<file path="config.mk">
export PLATFORM = sky130hd
export DESIGN_NAME = inst_fetch
export DESIGN_NICKNAME = d
export VERILOG_FILES = /design/src/rtl/inst_fetch_pkg.sv /design/src/rtl/inst_fetch.sv
export SDC_FILE = /design/constraint.sdc
export NUM_CORES = 1
export LEC_CHECK = 0
export BUFFER_PORTS_ARGS = -buffer_cell sky130_fd_sc_hd__buf_4
export CAP_MARGIN = 10
export CORE_MARGIN = 5
export CORE_UTILIZATION = 38
export DETAILED_ROUTE_END_ITERATION = 16
export GPL_TIMING_DRIVEN = 0
export PLACE_DENSITY = 0.68
export SLEW_MARGIN = 20
export SYNTH_ARGS = -nofsm -noshare
export SYNTH_HDL_FRONTEND = slang
export SYNTH_SLANG_ARGS = --single-unit
</file>
<file path="constraint.sdc">
create_clock -name clk -period 2.6 [get_ports clk]
set_input_delay 0.52 -clock clk [delete_from_list [all_inputs] [get_ports clk]]
set_output_delay 0.52 -clock clk [all_outputs]
set_load 0.02 [all_outputs]
</file>
<file path="src/rtl/inst_fetch_pkg.sv">
// Shared definitions for the byte-serial instruction fetch unit: FSM state
// encoding, instruction geometry and the NOP opcode.
package inst_fetch_pkg;

  localparam int ADDR_W     = 8;
  localparam int INST_BYTES = 4;
  localparam logic [7:0] NOP_OP = 8'h00;

  // F_OP..F_C encode the byte index being read; HOLD parks a complete
  // instruction while the consumer is stalled.
  typedef enum logic [2:0] {
    F_OP = 3'd0,
    F_A  = 3'd1,
    F_B  = 3'd2,
    F_C  = 3'd3,
    HOLD = 3'd4
  } fetch_state_t;

  // Byte offset from fetch_pc for the read issued in a given state.
  function automatic logic [ADDR_W-1:0] byte_offset(input fetch_state_t s);
    logic [ADDR_W-1:0] off;
    off = '0;
    if (s != HOLD) off = {{(ADDR_W-3){1'b0}}, s};
    return off;
  endfunction

endpackage

</file>
<file path="src/rtl/inst_fetch.sv">
// Instruction fetch unit: reads a 4-byte instruction one byte at a time from
// an 8-bit instruction memory and presents it to the instruction register,
// honouring the downstream stall and execute-stage redirects.
//
// Memory handshake: mem_rd is a level request for the byte at mem_addr; the
// request and address stay constant until an edge where mem_ack=1 completes
// it, at which point mem_data is captured. mem_ack is ignored while mem_rd=0.
module inst_fetch
  import inst_fetch_pkg::*;
(
  input  logic              clk,
  input  logic              rst,
  output logic [ADDR_W-1:0] mem_addr,
  output logic              mem_rd,
  input  logic [7:0]        mem_data,
  input  logic              mem_ack,
  input  logic              stall,
  input  logic              jump,
  input  logic [ADDR_W-1:0] jump_addr,
  output logic [7:0]        Op,
  output logic [7:0]        A,
  output logic [7:0]        B,
  output logic [7:0]        C,
  output logic              inst_valid,
  output logic [ADDR_W-1:0] inst_pc,
  output logic [2:0]        dbg_state
);

  fetch_state_t      state_q;
  logic [ADDR_W-1:0] fetch_pc_q;
  logic [7:0]        sh_op_q, sh_a_q, sh_b_q, sh_c_q;
  logic [7:0]        op_q, a_q, b_q, c_q;
  logic              valid_q;
  logic [ADDR_W-1:0] inst_pc_q;

  logic              transfer;
  logic [7:0]        c_d;
  logic [ADDR_W-1:0] jump_target;
  logic [ADDR_W-1:0] fetch_pc_d;

  // Redirect targets are word aligned; the low address bits are dropped.
  assign jump_target = jump_addr & 8'hFC;
  assign fetch_pc_d  = fetch_pc_q + ADDR_W'(INST_BYTES);

  // Moore memory outputs; the request is suppressed while reset is held.
  assign mem_rd   = ~rst & (state_q != HOLD);
  assign mem_addr = fetch_pc_q + byte_offset(state_q);

  // An instruction is handed over when complete and not stalled: either the
  // last byte arrives this edge, or it was parked in HOLD earlier.
  always_comb begin
    transfer = 1'b0;
    c_d      = sh_c_q;
    if (!stall) begin
      if (state_q == F_C && mem_ack) begin
        transfer = 1'b1;
        c_d      = mem_data;
      end else if (state_q == HOLD) begin
        transfer = 1'b1;
      end
    end
  end

  // Fetch FSM with shadow byte capture and registered instruction outputs.
  always_ff @(posedge clk or posedge rst) begin
    if (rst) begin
      state_q    <= F_OP;
      fetch_pc_q <= '0;
      sh_op_q    <= '0;
      sh_a_q     <= '0;
      sh_b_q     <= '0;
      sh_c_q     <= '0;
      op_q       <= NOP_OP;
      a_q        <= '0;
      b_q        <= '0;
      c_q        <= '0;
      valid_q    <= 1'b0;
      inst_pc_q  <= '0;
    end else if (jump) begin
      // Redirect wins over any ack or stall this edge.
      state_q    <= F_OP;
      fetch_pc_q <= jump_target;
      sh_op_q    <= '0;
      sh_a_q     <= '0;
      sh_b_q     <= '0;
      sh_c_q     <= '0;
      op_q       <= NOP_OP;
      a_q        <= '0;
      b_q        <= '0;
      c_q        <= '0;
      valid_q    <= 1'b0;
      inst_pc_q  <= '0;
    end else begin
      case (state_q)
        F_OP: if (mem_ack) begin sh_op_q <= mem_data; state_q <= F_A; end
        F_A:  if (mem_ack) begin sh_a_q  <= mem_data; state_q <= F_B; end
        F_B:  if (mem_ack) begin sh_b_q  <= mem_data; state_q <= F_C; end
        F_C: begin
          if (mem_ack) begin
            sh_c_q <= mem_data;
            if (stall) state_q <= HOLD;
            else begin
              state_q    <= F_OP;
              fetch_pc_q <= fetch_pc_d;
            end
          end
        end
        HOLD: begin
          if (!stall) begin
            state_q    <= F_OP;
            fetch_pc_q <= fetch_pc_d;
          end
        end
        default: state_q <= F_OP;
      endcase

      if (transfer) begin
        op_q      <= sh_op_q;
        a_q       <= sh_a_q;
        b_q       <= sh_b_q;
        c_q       <= c_d;
        valid_q   <= 1'b1;
        inst_pc_q <= fetch_pc_q;
      end else if (!stall) begin
        op_q      <= NOP_OP;
        a_q       <= '0;
        b_q       <= '0;
        c_q       <= '0;
        valid_q   <= 1'b0;
        inst_pc_q <= '0;
      end
    end
  end

  assign Op         = op_q;
  assign A          = a_q;
  assign B          = b_q;
  assign C          = c_q;
  assign inst_valid = valid_q;
  assign inst_pc    = inst_pc_q;
  assign dbg_state  = state_q;

endmodule

</file>
==> qor.txt, run 1 <==
Status: completed
Reg2reg setup slack: 0.54 ns
Synthesis-to-finish area growth: 27.37%
Routed Antenna Nets: 0
Multi-input gate area: 0.001351 mm2
Die Ht: 106.2 um
Post-Synthesis Cell Area: 0.003520 mm2
Via count of the routed design: 2539
Clock sink count: 81
Yosys warnings: 0
Critical Path RT: 2.08 ns
Final core area utilization: 48.98%
Vias in the first global route: 2650
Top post-synthesis cells by area: dfrtp_1 58%, a22o_1 7.2%, mux2i_1 6.8%
IO Count: 74
Pwr dens: 583.8 mW/mm2
1st-iter DRT viols: 121
# fillers: 839
Share of layout cells above drive strength 1: 29.22%
Core ar.: 0.009153 mm2
Setup TNS: 0 ns
Total grt overflow: 0
Post-synthesis sequential area ratio: 57.59%
Seq cells post-synth: 81
HPWL after DPL: 5973 um
Worst reg2reg endpoint: fetch_pc_q[3]$_DFFE_PP0P_
Hold Vio Cnt, Final: 0
Critical path fanouts, max: 10
Final Wtd Congestion: 0.7598
Die Span X: 106.2 um
Largest net degree at the start of global routing: 30
Fmax: 409.7 MHz
Clock-pin slew on the worst setup and hold paths: 0.09 ns
Fin cells: 508
Critical Path AT: 1.92 ns
CTS buffer count: 9
DRT Wirelength: 8294 um
Max-cap viol count: 0
Least-Margin Pin Slew: 0.8452 ns
Placed Cells: 488
Worst Reg-to-Reg Cells: 6
Die area: 0.01129 mm2
Comb pwr share: 10.9%
Wirelength per Cell: 16.33 um
Initial Utilization: 38.46%
Tcrit/Tclk final: 93.88%
RR Startpoint: dbg_state[0]$_DFFE_PP0P_
Worst Setup Start Kind: flop
CTS tree: built
Crit path capture type: output port
Int Pwr: 1.951 mW
Sw power: 0.6662 mW
Design area: 0.004483 mm2
Fin worst setup slack: 0.1591 ns
Dpl ws: 0.3810 ns
Syn Area/Cell: 11.50 um2
Rel. slew slack: 43.51%
Most frequent cells in the layout: 81 x dfrtp_1, 75 x buf_4, 48 x nand2_1, 29 x a22o_1, 24 x mux2i_1
Ant diodes: 0
Hold WS: 0.2351 ns
CTS HTree Levels: 3
Clock Path Buffers: 2
Crit path kind: reg2out
Reg area: 0.002027 mm2
# nets final: 416
Total power: 2.617 mW
Final Max Slew Viols: 0
Syn_nets: 330
Leakage: 2.117 nW
Synth cell types: 38
DR pass1 iterations: 4
Clock power share: 38.8%
Synth top area share: 57.59%
Post-Synthesis Cells: 306
Reg power frac: 50.3%
GRT Overall Usage: 15.33%
Clock root cell: clkbuf_8
Residual DRC: 0
Vias per inst: 4.998
Leading area contributor after synthesis: dfrtp_1
Sw Share: 25.45%
Final setup viols: 0
Post-DP Area: 0.004220 mm2
RSZ-0062 raised after global routing: no
Initial antenna violation count: 0
Clk_lat worst skew: 0.35 ns
HP Class: in2async
IO Port Bufs: 69
Rows: 35
Final Skew: 0.01315 ns
Crit path time final: 2.441 ns
First-pass GRT wire length: 13640 um
Commonest non-fill, non-tap cell in the layout: dfrtp_1
Max IR drop VDD: 0.0003203 V
==> worst max-delay path by stage <==
| stage | slack [ns] | start | end |
|---|---|---|---|
| 6_report | 0.16 | dbg_state[2]$_DFFE_PP0P_ | mem_addr[6] |
| 2_1_floorplan | 0.33 | dbg_state[1]$_DFFE_PP0P_ | mem_addr[6] |
| 3_5_place_dp | 0.38 | dbg_state[2]$_DFFE_PP0P_ | mem_addr[6] |
| 5_1_grt | 0.01 | dbg_state[2]$_DFFE_PP0P_ | mem_addr[6] |
| 4_1_cts | 0.01 | dbg_state[2]$_DFFE_PP0P_ | mem_addr[6] |
| 3_3_place_gp | 0.39 | dbg_state[2]$_DFFE_PP0P_ | mem_addr[6] |
==> final cells by class <==
cell class	instances	share of cell area (%)
Timing Repair Buffer	75	13.12
Clock inverter	6	2.037
Buffer	26	3.210
Multi-Input combinational cell	196	30.14
Inverter	3	0.3349
Tap cell	111	3.098
Clock buffer	10	2.847
Sequential cell	81	45.21
==> metal layers <==
| metal | vias up | share of wire [%] | wire, um | track usage (%) |
|---|---|---|---|---|
| li1 | 1223 | - | - | - |
| met1 | 1250 | 47 | 3901 | 20.55 |
| met2 | 56 | 47 | 3868 | 23.85 |
| met3 | 10 | 4.8 | 395 | 4.068 |
| met4 | 0 | 1.5 | 128 | 5.735 |
| met5 | - | 0 | 0 | 0 |
==> cell usage after synthesis, drive strengths merged <==
cell type,instances
a2111oi,2
mux2i,24
xor2,9
nor2,19
ha,3
and2,1
nand3b,1
nor3,2
buf,11
a211oi,1
xnor2,4
or3b,1
conb,1
a21oi,20
nor2b,4
inv,3
nand2b,2
nand4b,1
nand2,48
a21boi,1
and2b,1
o21ai,11
mux2,5
clkbuf,15
nand4,1
and4b,1
nand3,1
dfrtp,81
a22o,29
nor4b,1
nor4bb,2
==> kinds of logic (layout without fill, tap and decap cells) <==
| logic type | after synthesis | count (layout) | synth area share (%) |
|---|---|---|---|
| simple gates | 86 | 86 | 11.77 |
| xor+xnor | 13 | 13 | 3.235 |
| buf+inv | 29 | 120 | 4.230 |
| other cells | 1 | 1 | 0.1065 |
| compound gates | 64 | 64 | 13.58 |
| mux | 29 | 29 | 8.425 |
| fa+ha+maj | 3 | 3 | 1.067 |
| flops | 81 | 81 | 57.59 |
==> state kept, by name (all words and copies together), names as in the netlist, 7 cells and up <==
name / flops
sh_a_q: 8
B: 8
sh_c_q: 8
C: 8
inst_pc: 7
sh_op_q: 8
Op: 8
sh_b_q: 8
A: 8
==> power groups by stage <==
stage | logic (mW) | registers (mW) | clock network (mW)
after floorplan | 0.169 | 1.34 | 0
after global placement | 0.266 | 1.34 | 0
after detailed placement | 0.279 | 1.34 | 0
after CTS | 0.281 | 1.32 | 1.04
after global routing | 0.314 | 1.32 | 1.09
final | 0.284 | 1.32 | 1.02
==> repair_timing <==
| action | CTS | global route |
|---|---|---|
| hold buffers | 0 | 0 |
| gates resized for setup | 1 | 5 |
| gates cloned | 0 | 0 |
| setup endpoints to repair | 1 | 1 |
| pin swaps | 0 | 0 |
| setup buffers | 0 | 4 |
==> worst max-delay path, cell delays in order (launching register included) <==
cell and delay (ns):
dfrtp_1 0.38, buf_4 0.18, nor2b_1 0.15, ha_2 0.18, a21oi_1 0.04, nor2b_1 0.16, nor2b_2 0.17, xor2_1 0.15
buf_4 0.16
Power figures use the tool's default switching activity.
==> inputs of run 2 (changes only) <==
- PLACE_DENSITY: 0.68 -> 0.57
==> qor.txt, run 2 (synthesized netlist as in run 1, its figures left out) <==
Critical path fanouts, max: 5
Status: completed
Largest net degree at the start of global routing: 35
Least-Margin Pin Slew: 0.8178 ns
Routed Antenna Nets: 0
Most frequent cells in the layout: 81 x dfrtp_1, 78 x buf_4, 48 x nand2_1, 29 x a22o_1, 24 x mux2i_1
Setup TNS: 0 ns
Crit path time final: 2.428 ns
Max-cap viol count: 0
Fin worst setup slack: 0.1723 ns
Die Span X: 106.2 um
1st-iter DRT viols: 57
CTS HTree Levels: 3
Initial Utilization: 38.46%
CTS tree: built
Critical Path RT: 2.08 ns
Dpl ws: 0.3519 ns
Final Wtd Congestion: 0.7477
Pwr dens: 543.5 mW/mm2
Wirelength per Cell: 15.98 um
Final setup viols: 0
Final core area utilization: 48.97%
CTS buffer count: 9
Critical Path AT: 1.91 ns
Final Max Slew Viols: 0
Clock sink count: 81
Clock-pin slew on the worst setup and hold paths: 0.08 ns
Clock Path Buffers: 2
Fmax: 411.9 MHz
Ant diodes: 0
Total grt overflow: 0
Worst Setup Start Kind: flop
Commonest non-fill, non-tap cell in the layout: dfrtp_1
Crit path capture type: output port
Hold Vio Cnt, Final: 0
# nets final: 420
Via count of the routed design: 2570
Initial antenna violation count: 0
Core ar.: 0.009153 mm2
Clk_lat worst skew: 0.34 ns
Die Ht: 106.2 um
Tcrit/Tclk final: 93.37%
Clock root cell: clkbuf_8
Vias per inst: 5.020
Synthesis-to-finish area growth: 27.34%
HP Class: in2async
IO Port Bufs: 69
Hold_buf cts: 0
HPWL after DPL: 5847 um
Rel. slew slack: 45.34%
Leakage: 2.119 nW
IO Count: 74
Final Skew: 0.008013 ns
Vias in the first global route: 2625
DR pass1 iterations: 4
Max IR drop VDD: 0.0002458 V
RSZ-0062 raised after global routing: no
Crit path kind: reg2out
First-pass GRT wire length: 13990 um
Rows: 35
Post-DP Area: 0.004220 mm2
Die area: 0.01129 mm2
Share of layout cells above drive strength 1: 30.42%
Design area: 0.004482 mm2
Residual DRC: 0
DRT Wirelength: 8180 um
GRT Overall Usage: 15.45%
run 2: metrics by stage:
stage                     hold slack [ns]  power, mW  instances
after global routing               0.1876      2.562        512
final                              0.1805      2.436        512
after detailed placement           0.4766      1.624        488
after global placement             0.4664      1.612        486
after CTS                          0.1753      2.464        504
after floorplan                    0.4652      1.509        306
run 2: layout make-up:
cell class                 count  area (um2)
sequential                    81        2027
fill                         878        4671
clock buffer                  11       151.4
tap                          111       138.9
inverter                       3       15.01
clock inverter                 5       30.03
timing repair buffer          79       618.1
multi-input combinational    196        1354
buffer                        26       147.6
run 2: per-layer routing:
metal / track usage [%] / up-vias / share of wire [%]
li1: - / 1232 / -
met4: 5.458 / 0 / 1.7
met5: 0 / - / 0
met1: 22.34 / 1260 / 48
met3: 3.218 / 12 / 5.4
met2: 22.94 / 66 / 45
run 2: final timing paths:
kind,start,endpoint,slack [ns],depth (start not counted)
min in group clk,jump_addr[4],fetch_pc_q[4]$_DFFE_PP0P_,0.39,3
worst max-delay path,dbg_state[0]$_DFFE_PP0P_,mem_addr[6],0.17,9
worst max register to register,dbg_state[0]$_DFFE_PP0P_,fetch_pc_q[3]$_DFFE_PP0P_,0.53,6
worst min-delay path,rst,fetch_pc_q[3]$_DFFE_PP0P_,0.18,2
worst min register to register,inst_pc[2]$_DFFE_PP0P_,inst_pc[2]$_DFFE_PP0P_,0.49,2
max in group asynchronous,rst,sh_c_q[1]$_DFFE_PP0P_,1.93,3
run 2: timing repair:
item,in CTS,in global routing
buffers inserted,0,8
endpoints found under the setup margin,1,1
resized for setup,2,5
run 2: worst max-delay path, cell delays in order, from the launching register on:
cell	delay [ns]
dfrtp_1	0.40
buf_6	0.13
nor2_2	0.15
nor2b_2	0.06
ha_2	0.18
a21oi_1	0.13
nor2b_1	0.08
nor2b_2	0.15
xor2_1	0.13
buf_4	0.16
run 2: report_power, final:
part	switching [mW]	internal, mW
Sequential	0.0264	1.29
Combinational	0.172	0.119
Clock	0.434	0.394
